### src/rtl/wb_write_arbiter_if.sv
// rtl/wb_write_arbiter_if.sv - register-file write arbiter bus bundle
interface wb_write_arbiter_if #(
    parameter int DATA_WIDTH    = 32,
    parameter int ADDRESS_WIDTH = 5
);
    logic                     pipe_wb_en;
    logic [ADDRESS_WIDTH-1:0] pipe_wb_dest;
    logic [DATA_WIDTH-1:0]    pipe_wb_data;
    logic                     lu_valid;
    logic                     lu_ready;
    logic [ADDRESS_WIDTH-1:0] lu_dest;
    logic [DATA_WIDTH-1:0]    lu_data;
    logic [ADDRESS_WIDTH-1:0] chk_addr;
    logic                     chk_hit;
    logic                     wb_stall;
    logic                     wb_err;
    logic                     rg_wrt_en;
    logic [ADDRESS_WIDTH-1:0] rg_wrt_dest;
    logic [DATA_WIDTH-1:0]    rg_wrt_data;

    modport slave (
        input  pipe_wb_en, pipe_wb_dest, pipe_wb_data,
        input  lu_valid, lu_dest, lu_data, chk_addr,
        output lu_ready, chk_hit, wb_stall, wb_err,
        output rg_wrt_en, rg_wrt_dest, rg_wrt_data
    );

    modport master (
        output pipe_wb_en, pipe_wb_dest, pipe_wb_data,
        output lu_valid, lu_dest, lu_data, chk_addr,
        input  lu_ready, chk_hit, wb_stall, wb_err,
        input  rg_wrt_en, rg_wrt_dest, rg_wrt_data
    );
endinterface

### src/rtl/wb_write_arbiter.sv
// rtl/wb_write_arbiter.sv - merges pipeline and long-latency results onto the register-file write port
module wb_write_arbiter #(
    parameter int DATA_WIDTH    = 32,
    parameter int ADDRESS_WIDTH = 5,
    parameter int FIFO_DEPTH    = 4,
    parameter int STARVE_LIMIT  = 8
) (
    input  logic               clk,
    input  logic               rst,
    wb_write_arbiter_if.slave  bus
);
    localparam int PTR_W = $clog2(FIFO_DEPTH);
    localparam int CNT_W = PTR_W + 1;
    localparam int STV_W = $clog2(STARVE_LIMIT + 1);

    typedef enum logic [1:0] {SEL_NONE, SEL_FIFO, SEL_PIPE, SEL_BYPASS} sel_t;

    logic [ADDRESS_WIDTH-1:0] r_fifo_dest [FIFO_DEPTH];
    logic [DATA_WIDTH-1:0]    r_fifo_data [FIFO_DEPTH];
    logic [PTR_W-1:0]         r_rd_ptr;
    logic [PTR_W-1:0]         r_wr_ptr;
    logic [CNT_W-1:0]         r_count;
    logic [STV_W-1:0]         r_starve;
    logic                     r_stall;
    logic                     r_err;
    logic                     r_wrt_en;
    logic [ADDRESS_WIDTH-1:0] r_wrt_dest;
    logic [DATA_WIDTH-1:0]    r_wrt_data;

    logic                     w_empty;
    logic                     w_lu_ready;
    logic                     w_lu_real;
    logic                     w_pipe_real;
    logic                     w_pop;
    logic                     w_push;
    logic                     w_hit;
    logic [STV_W-1:0]         w_starve_nxt;
    sel_t                     w_sel;

    assign w_empty     = (r_count == '0);
    // The ready check deliberately ignores a same-cycle pop to keep the path short.
    assign w_lu_ready  = !rst && (r_count < CNT_W'(FIFO_DEPTH));
    // A dest-0 result is still accepted so the producer is not blocked, then discarded.
    assign w_lu_real   = bus.lu_valid && w_lu_ready && (bus.lu_dest != '0);
    // Pipeline results arriving during a stall are dropped.
    assign w_pipe_real = bus.pipe_wb_en && (bus.pipe_wb_dest != '0) && !r_stall;
    assign w_pop       = (w_sel == SEL_FIFO);
    assign w_push      = w_lu_real && (w_sel != SEL_BYPASS);

    // Pick the write-slot owner; a stall gives the FIFO absolute priority.
    always_comb begin
        w_sel = SEL_NONE;
        if (r_stall && !w_empty) begin
            w_sel = SEL_FIFO;
        end else if (w_pipe_real) begin
            w_sel = SEL_PIPE;
        end else if (!w_empty) begin
            w_sel = SEL_FIFO;
        end else if (w_lu_real) begin
            w_sel = SEL_BYPASS;
        end
    end

    // Starve counter counts consecutive cycles the FIFO head was passed over.
    always_comb begin
        w_starve_nxt = r_starve;
        if (w_empty || w_pop) begin
            w_starve_nxt = '0;
        end else if (r_starve < STV_W'(STARVE_LIMIT)) begin
            w_starve_nxt = r_starve + 1'b1;
        end
    end

    // Pending-write lookup over live FIFO slots and the write currently on the port.
    always_comb begin
        w_hit = r_wrt_en && (r_wrt_dest == bus.chk_addr);
        for (int i = 0; i < FIFO_DEPTH; i++) begin
            if ((CNT_W'(i) < r_count) && (r_fifo_dest[r_rd_ptr + PTR_W'(i)] == bus.chk_addr)) begin
                w_hit = 1'b1;
            end
        end
        if (bus.chk_addr == '0) begin
            w_hit = 1'b0;
        end
    end

    // Circular buffer of long-latency results; pointers wrap naturally at power-of-2 depth.
    always_ff @(posedge clk) begin
        if (rst) begin
            r_rd_ptr <= '0;
            r_wr_ptr <= '0;
            r_count  <= '0;
        end else begin
            if (w_push) begin
                r_fifo_dest[r_wr_ptr] <= bus.lu_dest;
                r_fifo_data[r_wr_ptr] <= bus.lu_data;
                r_wr_ptr              <= r_wr_ptr + 1'b1;
            end
            if (w_pop) begin
                r_rd_ptr <= r_rd_ptr + 1'b1;
            end
            if (w_push && !w_pop) begin
                r_count <= r_count + 1'b1;
            end else if (!w_push && w_pop) begin
                r_count <= r_count - 1'b1;
            end
        end
    end

    // Register the selected source onto the write port; address/data hold when idle.
    always_ff @(posedge clk) begin
        if (rst) begin
            r_wrt_en   <= 1'b0;
            r_wrt_dest <= '0;
            r_wrt_data <= '0;
        end else begin
            r_wrt_en <= (w_sel != SEL_NONE);
            case (w_sel)
                SEL_FIFO: begin
                    r_wrt_dest <= r_fifo_dest[r_rd_ptr];
                    r_wrt_data <= r_fifo_data[r_rd_ptr];
                end
                SEL_PIPE: begin
                    r_wrt_dest <= bus.pipe_wb_dest;
                    r_wrt_data <= bus.pipe_wb_data;
                end
                SEL_BYPASS: begin
                    r_wrt_dest <= bus.lu_dest;
                    r_wrt_data <= bus.lu_data;
                end
                default: ;
            endcase
        end
    end

    // Stall stays up until the posedge after the FIFO is seen empty; error is sticky.
    always_ff @(posedge clk) begin
        if (rst) begin
            r_starve <= '0;
            r_stall  <= 1'b0;
            r_err    <= 1'b0;
        end else begin
            r_starve <= w_starve_nxt;
            if (r_stall && w_empty) begin
                r_stall <= 1'b0;
            end else if (w_starve_nxt == STV_W'(STARVE_LIMIT)) begin
                r_stall <= 1'b1;
            end
            if (r_stall && bus.pipe_wb_en) begin
                r_err <= 1'b1;
            end
        end
    end

    assign bus.lu_ready    = w_lu_ready;
    assign bus.chk_hit     = w_hit;
    assign bus.wb_stall    = r_stall;
    assign bus.wb_err      = r_err;
    assign bus.rg_wrt_en   = r_wrt_en;
    assign bus.rg_wrt_dest = r_wrt_dest;
    assign bus.rg_wrt_data = r_wrt_data;
endmodule

### src/flat_wrapper.sv
// flat-port wrapper written by rule: the top's interface ports become plain ports
module wb_write_arbiter_flat 
#(
    parameter int DATA_WIDTH    = 32,
    parameter int ADDRESS_WIDTH = 5,
    parameter int FIFO_DEPTH    = 4,
    parameter int STARVE_LIMIT  = 8
)
  (clk, rst, bus_pipe_wb_en, bus_pipe_wb_dest, bus_pipe_wb_data, bus_lu_valid, bus_lu_dest, bus_lu_data, bus_chk_addr, bus_lu_ready, bus_chk_hit, bus_wb_stall, bus_wb_err, bus_rg_wrt_en, bus_rg_wrt_dest, bus_rg_wrt_data);
  wb_write_arbiter_if #(.DATA_WIDTH(DATA_WIDTH), .ADDRESS_WIDTH(ADDRESS_WIDTH)) bus_i ();
  input  logic clk;
  input  logic rst;
  input wire logic [$bits(bus_i.pipe_wb_en)-1:0] bus_pipe_wb_en;
  input wire logic [$bits(bus_i.pipe_wb_dest)-1:0] bus_pipe_wb_dest;
  input wire logic [$bits(bus_i.pipe_wb_data)-1:0] bus_pipe_wb_data;
  input wire logic [$bits(bus_i.lu_valid)-1:0] bus_lu_valid;
  input wire logic [$bits(bus_i.lu_dest)-1:0] bus_lu_dest;
  input wire logic [$bits(bus_i.lu_data)-1:0] bus_lu_data;
  input wire logic [$bits(bus_i.chk_addr)-1:0] bus_chk_addr;
  output wire logic [$bits(bus_i.lu_ready)-1:0] bus_lu_ready;
  output wire logic [$bits(bus_i.chk_hit)-1:0] bus_chk_hit;
  output wire logic [$bits(bus_i.wb_stall)-1:0] bus_wb_stall;
  output wire logic [$bits(bus_i.wb_err)-1:0] bus_wb_err;
  output wire logic [$bits(bus_i.rg_wrt_en)-1:0] bus_rg_wrt_en;
  output wire logic [$bits(bus_i.rg_wrt_dest)-1:0] bus_rg_wrt_dest;
  output wire logic [$bits(bus_i.rg_wrt_data)-1:0] bus_rg_wrt_data;
  assign bus_i.pipe_wb_en = bus_pipe_wb_en;
  assign bus_i.pipe_wb_dest = bus_pipe_wb_dest;
  assign bus_i.pipe_wb_data = bus_pipe_wb_data;
  assign bus_i.lu_valid = bus_lu_valid;
  assign bus_i.lu_dest = bus_lu_dest;
  assign bus_i.lu_data = bus_lu_data;
  assign bus_i.chk_addr = bus_chk_addr;
  assign bus_lu_ready = bus_i.lu_ready;
  assign bus_chk_hit = bus_i.chk_hit;
  assign bus_wb_stall = bus_i.wb_stall;
  assign bus_wb_err = bus_i.wb_err;
  assign bus_rg_wrt_en = bus_i.rg_wrt_en;
  assign bus_rg_wrt_dest = bus_i.rg_wrt_dest;
  assign bus_rg_wrt_data = bus_i.rg_wrt_data;
  wb_write_arbiter #(.DATA_WIDTH(DATA_WIDTH), .ADDRESS_WIDTH(ADDRESS_WIDTH), .FIFO_DEPTH(FIFO_DEPTH), .STARVE_LIMIT(STARVE_LIMIT)) u_core (.clk(clk), .rst(rst), .bus(bus_i));
endmodule
### config.mk
export PLATFORM = sky130hd
export DESIGN_NAME = wb_write_arbiter_flat
export DESIGN_NICKNAME = d
export VERILOG_FILES = /design/src/rtl/wb_write_arbiter_if.sv /design/src/rtl/wb_write_arbiter.sv /design/src/flat_wrapper.sv
export SDC_FILE = /design/constraint.sdc
export NUM_CORES = 1
export LEC_CHECK = 0
export CAP_MARGIN = 20
export CELL_PAD_IN_SITES_DETAIL_PLACEMENT = 0
export CELL_PAD_IN_SITES_GLOBAL_PLACEMENT = 1
export CORE_MARGIN = 4
export CORE_UTILIZATION = 40
export CTS_CLUSTER_DIAMETER = 80
export DETAILED_ROUTE_END_ITERATION = 16
export GPL_ROUTABILITY_DRIVEN = 0
export PLACE_DENSITY_LB_ADDON = 0.25
export SLEW_MARGIN = 20
export SYNTH_ARGS = -nofsm -noshare
export SYNTH_HDL_FRONTEND = slang
export SYNTH_SLANG_ARGS = --single-unit
### constraint.sdc
create_clock -name clk -period 6.1 [get_ports clk]
set_input_delay 0.61 -clock clk [delete_from_list [all_inputs] [get_ports clk]]
set_output_delay 0.61 -clock clk [all_outputs]
set_load 0.03 [all_outputs]
# Yosys cells after proc, flatten, opt, wreduce, memory -nomap -nowiden
# Memories as Yosys holds them, arrays and structs flattened. A register that Yosys moved wholly into a read port is not among the register bits.
# Cells that the tools add are included.
[classes]
add_sub_neg = 7
magnitude_cmp = 6
eq_ne = 10
n_mux = 22
n_reduce_logical = 30
[op_table]
columns = ["op", "count"]
rows = [
  ["case mux 32 bit (3 select lines)", 1],
  ["equality test 5 bit", 5],
  ["logical AND 1 bit", 16],
  ["two-way mux 2 bit", 8],
  ["case mux 5 bit (3 select lines)", 1],
  ["nonzero test 5 bit", 2],
  ["two-way mux 1 bit", 8],
  ["two-way mux 4 bit", 2],
  ["< comparator 1 x 3 -> 1 bit (first input constant)", 2],
  ["< comparator 2 x 3 -> 1 bit (first input constant)", 2],
  ["two-way mux 3 bit", 2],
  ["logical NOT 1 bit", 5],
  ["logical NOT 5 bit", 1],
  ["adder 2 x 1 -> 2 bit (second input constant)", 2],
  ["adder 2 bit (second input constant)", 2],
  ["adder 4 x 1 -> 4 bit (second input constant)", 1],
  ["equality test 2 bit (second input constant)", 2],
  ["equality test 4 bit (second input constant)", 1],
  ["< comparator 4 bit (second input constant)", 1],
  ["nonzero test 2 bit", 2],
  ["adder 3 x 1 -> 3 bit (second input constant)", 1],
  ["logical NOT 3 bit", 1],
  ["< comparator 3 bit (second input constant)", 1],
  ["nonzero test 3 bit", 1],
  ["other kinds (5)", 5],
]
[word_totals]
regBits = 51
ram_bits = 148
output_inout_bits = 42
memories = 2
[mem_list]
columns = ["name", "depth", "word_bits", "rd", "rd_clocked_by_memory_dff", "wr", "line_no", "source"]
rows = [
  ["u_core.r_fifo_data", 4, 32, 1, 1, 1, "wb_write_arbiter.sv:19", "logic [DATA_WIDTH-1:0] r_fifo_data [FIFO_DEPTH];"],
  ["u_core.r_fifo_dest", 4, 5, 4, 1, 1, "wb_write_arbiter.sv:18", "logic [ADDRESS_WIDTH-1:0] r_fifo_dest [FIFO_DEPTH];"],
]

# Logic depth before layout (Yosys ltp)
[depth]
depth_word = 14
mapped_depth = 8
mapped_depth_nobuf = 7

# Worst setup path before layout
# Ideal clock, no wire load.
[synth_path]
kind = "in2reg"
startpoint = "input port bus_lu_dest[1]"
endpoint = "memory u_core.r_fifo_data[0][0] (enable)"
setup_ps = 398
arrival_time_ps = 2580
slack_ps = 3122
stages = 5
path_buffers = 0
cell_sequence = "or4_4 -> o21ai_4 -> nor3_2 -> nor2_2 -> and2_1"
[synth_via]
elab_chain_cells = 11
[synth_lines]
columns = ["item", "line_no", "source"]
rows = [
  ["start, declared", "flat_wrapper.sv:17", "input wire logic [$bits(bus_i.lu_dest)-1:0] bus_lu_dest;"],
  ["nonzero test 5 bit (*)", "wb_write_arbiter.sv:44", "assign w_lu_real = bus.lu_valid && w_lu_ready && (bus.lu_dest != '0);"],
  ["logical AND 1 bit (*)", "wb_write_arbiter.sv:44", ""],
  ["two-way mux 2 bit", "wb_write_arbiter.sv:59", "end else if (w_lu_real) begin"],
  ["two-way mux 2 bit", "wb_write_arbiter.sv:57", "end else if (!w_empty) begin"],
  ["two-way mux 2 bit", "wb_write_arbiter.sv:55", "end else if (w_pipe_real) begin"],
  ["two-way mux 2 bit", "wb_write_arbiter.sv:53", "if (r_stall && !w_empty) begin"],
  ["!= test 2 bit", "wb_write_arbiter.sv:48", "assign w_push = w_lu_real && (w_sel != SEL_BYPASS);"],
  ["logical AND 1 bit (*)", "wb_write_arbiter.sv:48", ""],
  ["two-way mux 1 bit (*)", "wb_write_arbiter.sv:94", "if (w_push) begin"],
  ["two-way mux 1 bit (*)", "wb_write_arbiter.sv:89", "if (rst) begin"],
  ["two-way mux 1 bit (implied by the code) (*)", "wb_write_arbiter.sv:96", "r_fifo_data[r_wr_ptr] <= bus.lu_data;"],
  ["end, declared", "wb_write_arbiter.sv:19", ""],
]
# Mark *: on every way between the ends. The rest lies on a longest branch, timed or not.

# Worst setup path after layout
[layout_path]
startpoint = "register u_core.r_rd_ptr[0]"
endpoint = "output port bus_chk_hit"
[layout_via]
elab_chain_cells = 8
[layout_lines]
columns = ["item", "line_no", "source"]
rows = [
  ["start, declared", "wb_write_arbiter.sv:20", "logic [PTR_W-1:0] r_rd_ptr;"],
  ["start signal, assigned", "wb_write_arbiter.sv:100", "r_rd_ptr <= r_rd_ptr + 1'b1;"],
  ["adder 2 x 1 -> 2 bit", "wb_write_arbiter.sv:78", "if ((CNT_W'(i) < r_count) && (r_fifo_dest[r_rd_ptr + PTR_W'(i)] == bus.chk_addr)) begin"],
  ["memory read (4 x 5 bit) (*)", "n/a", ""],
  ["equality test 5 bit", "wb_write_arbiter.sv:78", ""],
  ["logical AND 1 bit", "wb_write_arbiter.sv:78", ""],
  ["two-way mux 1 bit (2 in a row)", "wb_write_arbiter.sv:78", ""],
  ["two-way mux 1 bit (*)", "wb_write_arbiter.sv:78", ""],
  ["two-way mux 1 bit (*)", "wb_write_arbiter.sv:82", "if (bus.chk_addr == '0) begin"],
  ["end, declared", "flat_wrapper.sv:21", "output wire logic [$bits(bus_i.chk_hit)-1:0] bus_chk_hit;"],
]
# Marked as above.

==> metrics.csv <==
metric,value,unit
cts.htree.levels,1,
drc_errors,0,
wl,19560,um
grt_usage,16.28,%
grt_max_degree,52,
syn_area,0.008547,sq mm
port_buffers,124,
std_cell_rows,53,
netlist_instances,535,
synth_flop_cell,edfxtp_1,
clockBufferDepth,3,
p_per_area,380.2,mW/mm^2
grt_pass1_vias,5674,
p_int,2920,uW
synth_top_family_by_area,multiplexers,
ioPinCount,125,
layout-drive-gt1-share,15.99,%
avgSynthCellArea,15.98,sq um
first_pass_iters,6,
nets,739,
grt_pass1_wl,31030,um
hold_ws,0.4863,ns
maxCapViolCount,0,
final_common_cell,edfxtp_1,
antennaDiodeCount,0,
setup_tns,0,ns
max_freq,0.2339,GHz
sw_frac_of_total,28.15,%
slew_violations,0,
die-area,0.02377,sq mm
worst_slack,1.825,ns
cts_tree,built,
synth-compound-area-share,8.725,%
finalCritPeriodShare,70.09,%
cp-start-kind,flip-flop,
dp_slack,2.150,ns
numCtsBuffers,22,
via_per_inst,5.560,
fin_area,0.01069,sq mm
period_needed,4.275,ns
cp-end-kind,output port,
synth_simple_gate_area_share,4.948,%
arrival,3.67,ns
synth.net_count,627,
ir_drop,201.4,uV
path_max_fanout,14,
p_clk_share,34.0,%
synth_edf_count,148,
ys_warn_count,0,
p_sw,1144,uW
required,5.49,ns
synthMuxAreaShare,13.70,%
yosys.area_share.xor_xnor,3.382,%
slew_headroom,24.64,%
seqPwrFrac,41.4,%
dp_hpwl,12380,um
routedWlPerCell,20.85,um
rsz0062_at_grt,no,
start_util,40.66,%
skew,0.009239,ns
final-setup-viol-count,0,
core,0.02102,sq mm
post_cts_resized,0,
power.share.combinational,24.6,%
drtAntennaViolNets,0,
async_reset_ff_share,0,%
placedCellCount,898,
critPathKind,reg -> out,
finalHoldViolCount,0,
path_clk_slew,0.06,ns
ys_types,48,
ys_seq_area_share,64.41,%
antenna_found_initial,0,
hold_buffers,0,
root_buffer,clkbuf_16,
status,finished clean,
overflow,0,
worstHoldPathType,reg -> reg,
post-cts-setup-buffer-count,0,
clk_latency,0.50,ns
fp.dieH,154.2,um
dieWidth,154.2,um
cts.sinks,201,
p_leak,0.003406,uW
layout_common_cells,"edfxtp_1, clkdlybuf4s50_1, dfxtp_1",
ys_ff_latch,201,
tightestPinTransition,1.128,ns
areaGrowthSynthToFinish,25.05,%
dpl-instance-area,0.009907,sq mm
synth-adder-area-share,1.318,%
num_vias,5215,
first_iter_violations,465,
layout.cells.non_filler,938,
[worst paths after layout]
kind                                           from                        end  slack [ns]  depth (start not counted)
worst min register to register    u_core.bus.wb_err          u_core.bus.wb_err        0.49                          2
worst min-delay path              u_core.bus.wb_err          u_core.bus.wb_err        0.49                          2
worst max register to register  u_core.bus.wb_stall  u_core.r_fifo_data[3][19]        3.00                          5
worst max-delay path             u_core.r_rd_ptr[0]                bus_chk_hit        1.82                          8
[flip-flops by register name (all words and copies together) (netlist names), named ones only]
register                flops
u_core.bus.rg_wrt_dest      5
u_core.r_count              3
u_core.r_wr_ptr             2
u_core.bus.rg_wrt_en        1
u_core.r_rd_ptr             2
u_core.r_starve             4
u_core.bus.rg_wrt_data     32
u_core.r_fifo_dest         20
u_core.bus.wb_err           1
u_core.r_fifo_data        128
u_core.bus.wb_stall         1
[area by class of cell]
type,instances,area [sq um]
timing repair buffer,128,1266
tap,275,344.1
multi-input combinational,286,2759
clock inverter,10,138.9
inverter,8,30.03
sequential,201,5508
fill,1730,10330
clock buffer,30,641.9
[metal layers]
| layer | share of wire [%] | vias up | wire [um] | track usage (%) |
|---|---|---|---|---|
| li1 | - | 2376 | - | - |
| met1 | 42 | 2657 | 8173 | 21.31 |
| met2 | 52 | 162 | 10170 | 28.62 |
| met3 | 4.9 | 20 | 952 | 2.574 |
| met4 | 1.3 | 0 | 263 | 3.911 |
| met5 | 0 | - | 0 | 0 |
[power by group through the flow]
stage | Combinational [uW] | Sequential, uW | Clock [uW]
2_1_floorplan | 670 | 1750 | 0
3_3_place_gp | 1000 | 1700 | 0
3_5_place_dp | 1010 | 1710 | 0
4_1_cts | 1020 | 1680 | 1410
5_1_grt | 1080 | 1700 | 1480
6_report | 1000 | 1680 | 1380
[cells in the mapped netlist (2+ instances only)]
master    count  area (sq um)
a211oi_1      2         15.01
a21oi_1      45         225.2
a221oi_1      2         17.52
a222oi_1     36         360.4
and2_1        5         31.28
buf_2         9         45.04
buf_4         4         30.03
buf_6         8         90.09
buf_8         3         45.04
clkbuf_1     15         56.30
dfxtp_1      53          1061
edfxtp_1    148          4444
ha_1          9         112.6
inv_1         8         30.03
mux2i_1       9         90.09
mux4_2       48          1081
nand2_1      40         150.1
nand3_1       6         30.03
nor2_1       15         56.30
nor2_2        2         12.51
nor2b_1       3         18.77
nor3_1        3         15.01
nor4_1        4         25.02
or4_1         2         15.01
or4_4         2         22.52
xnor2_1      11         96.34
xor2_1       22         192.7
[critical path: stages (launching register included)]
cell,delay (ns)
dfxtp_1,0.76
buf_4,0.31
mux4_2,0.53
xor2_1,0.16
nor4_1,0.33
o211ai_1,0.15
nand3_1,0.10
o22a_1,0.15
clkdlybuf4s50_1,0.66
[through the flow]
stage	utilization, %	total power (uW)
global route	50.84	4256
floorplan	-	2418
detailed placement	47.13	2722
finish	50.84	4064
global placement	47.13	2706
CTS	50.84	4113
[cells by family (layout without fill, tap and decap cells)]
group	count (synthesis)	after routing
muxes	57	57
and+or+nand+nor	87	87
DFF	201	201
xor gates and xnor gates	33	33
AOI/OAI and AO/OA	100	100
adders and majority gates	9	9
buffers and inverters	48	176
No activity file was read; power rests on OpenSTA's default activity.
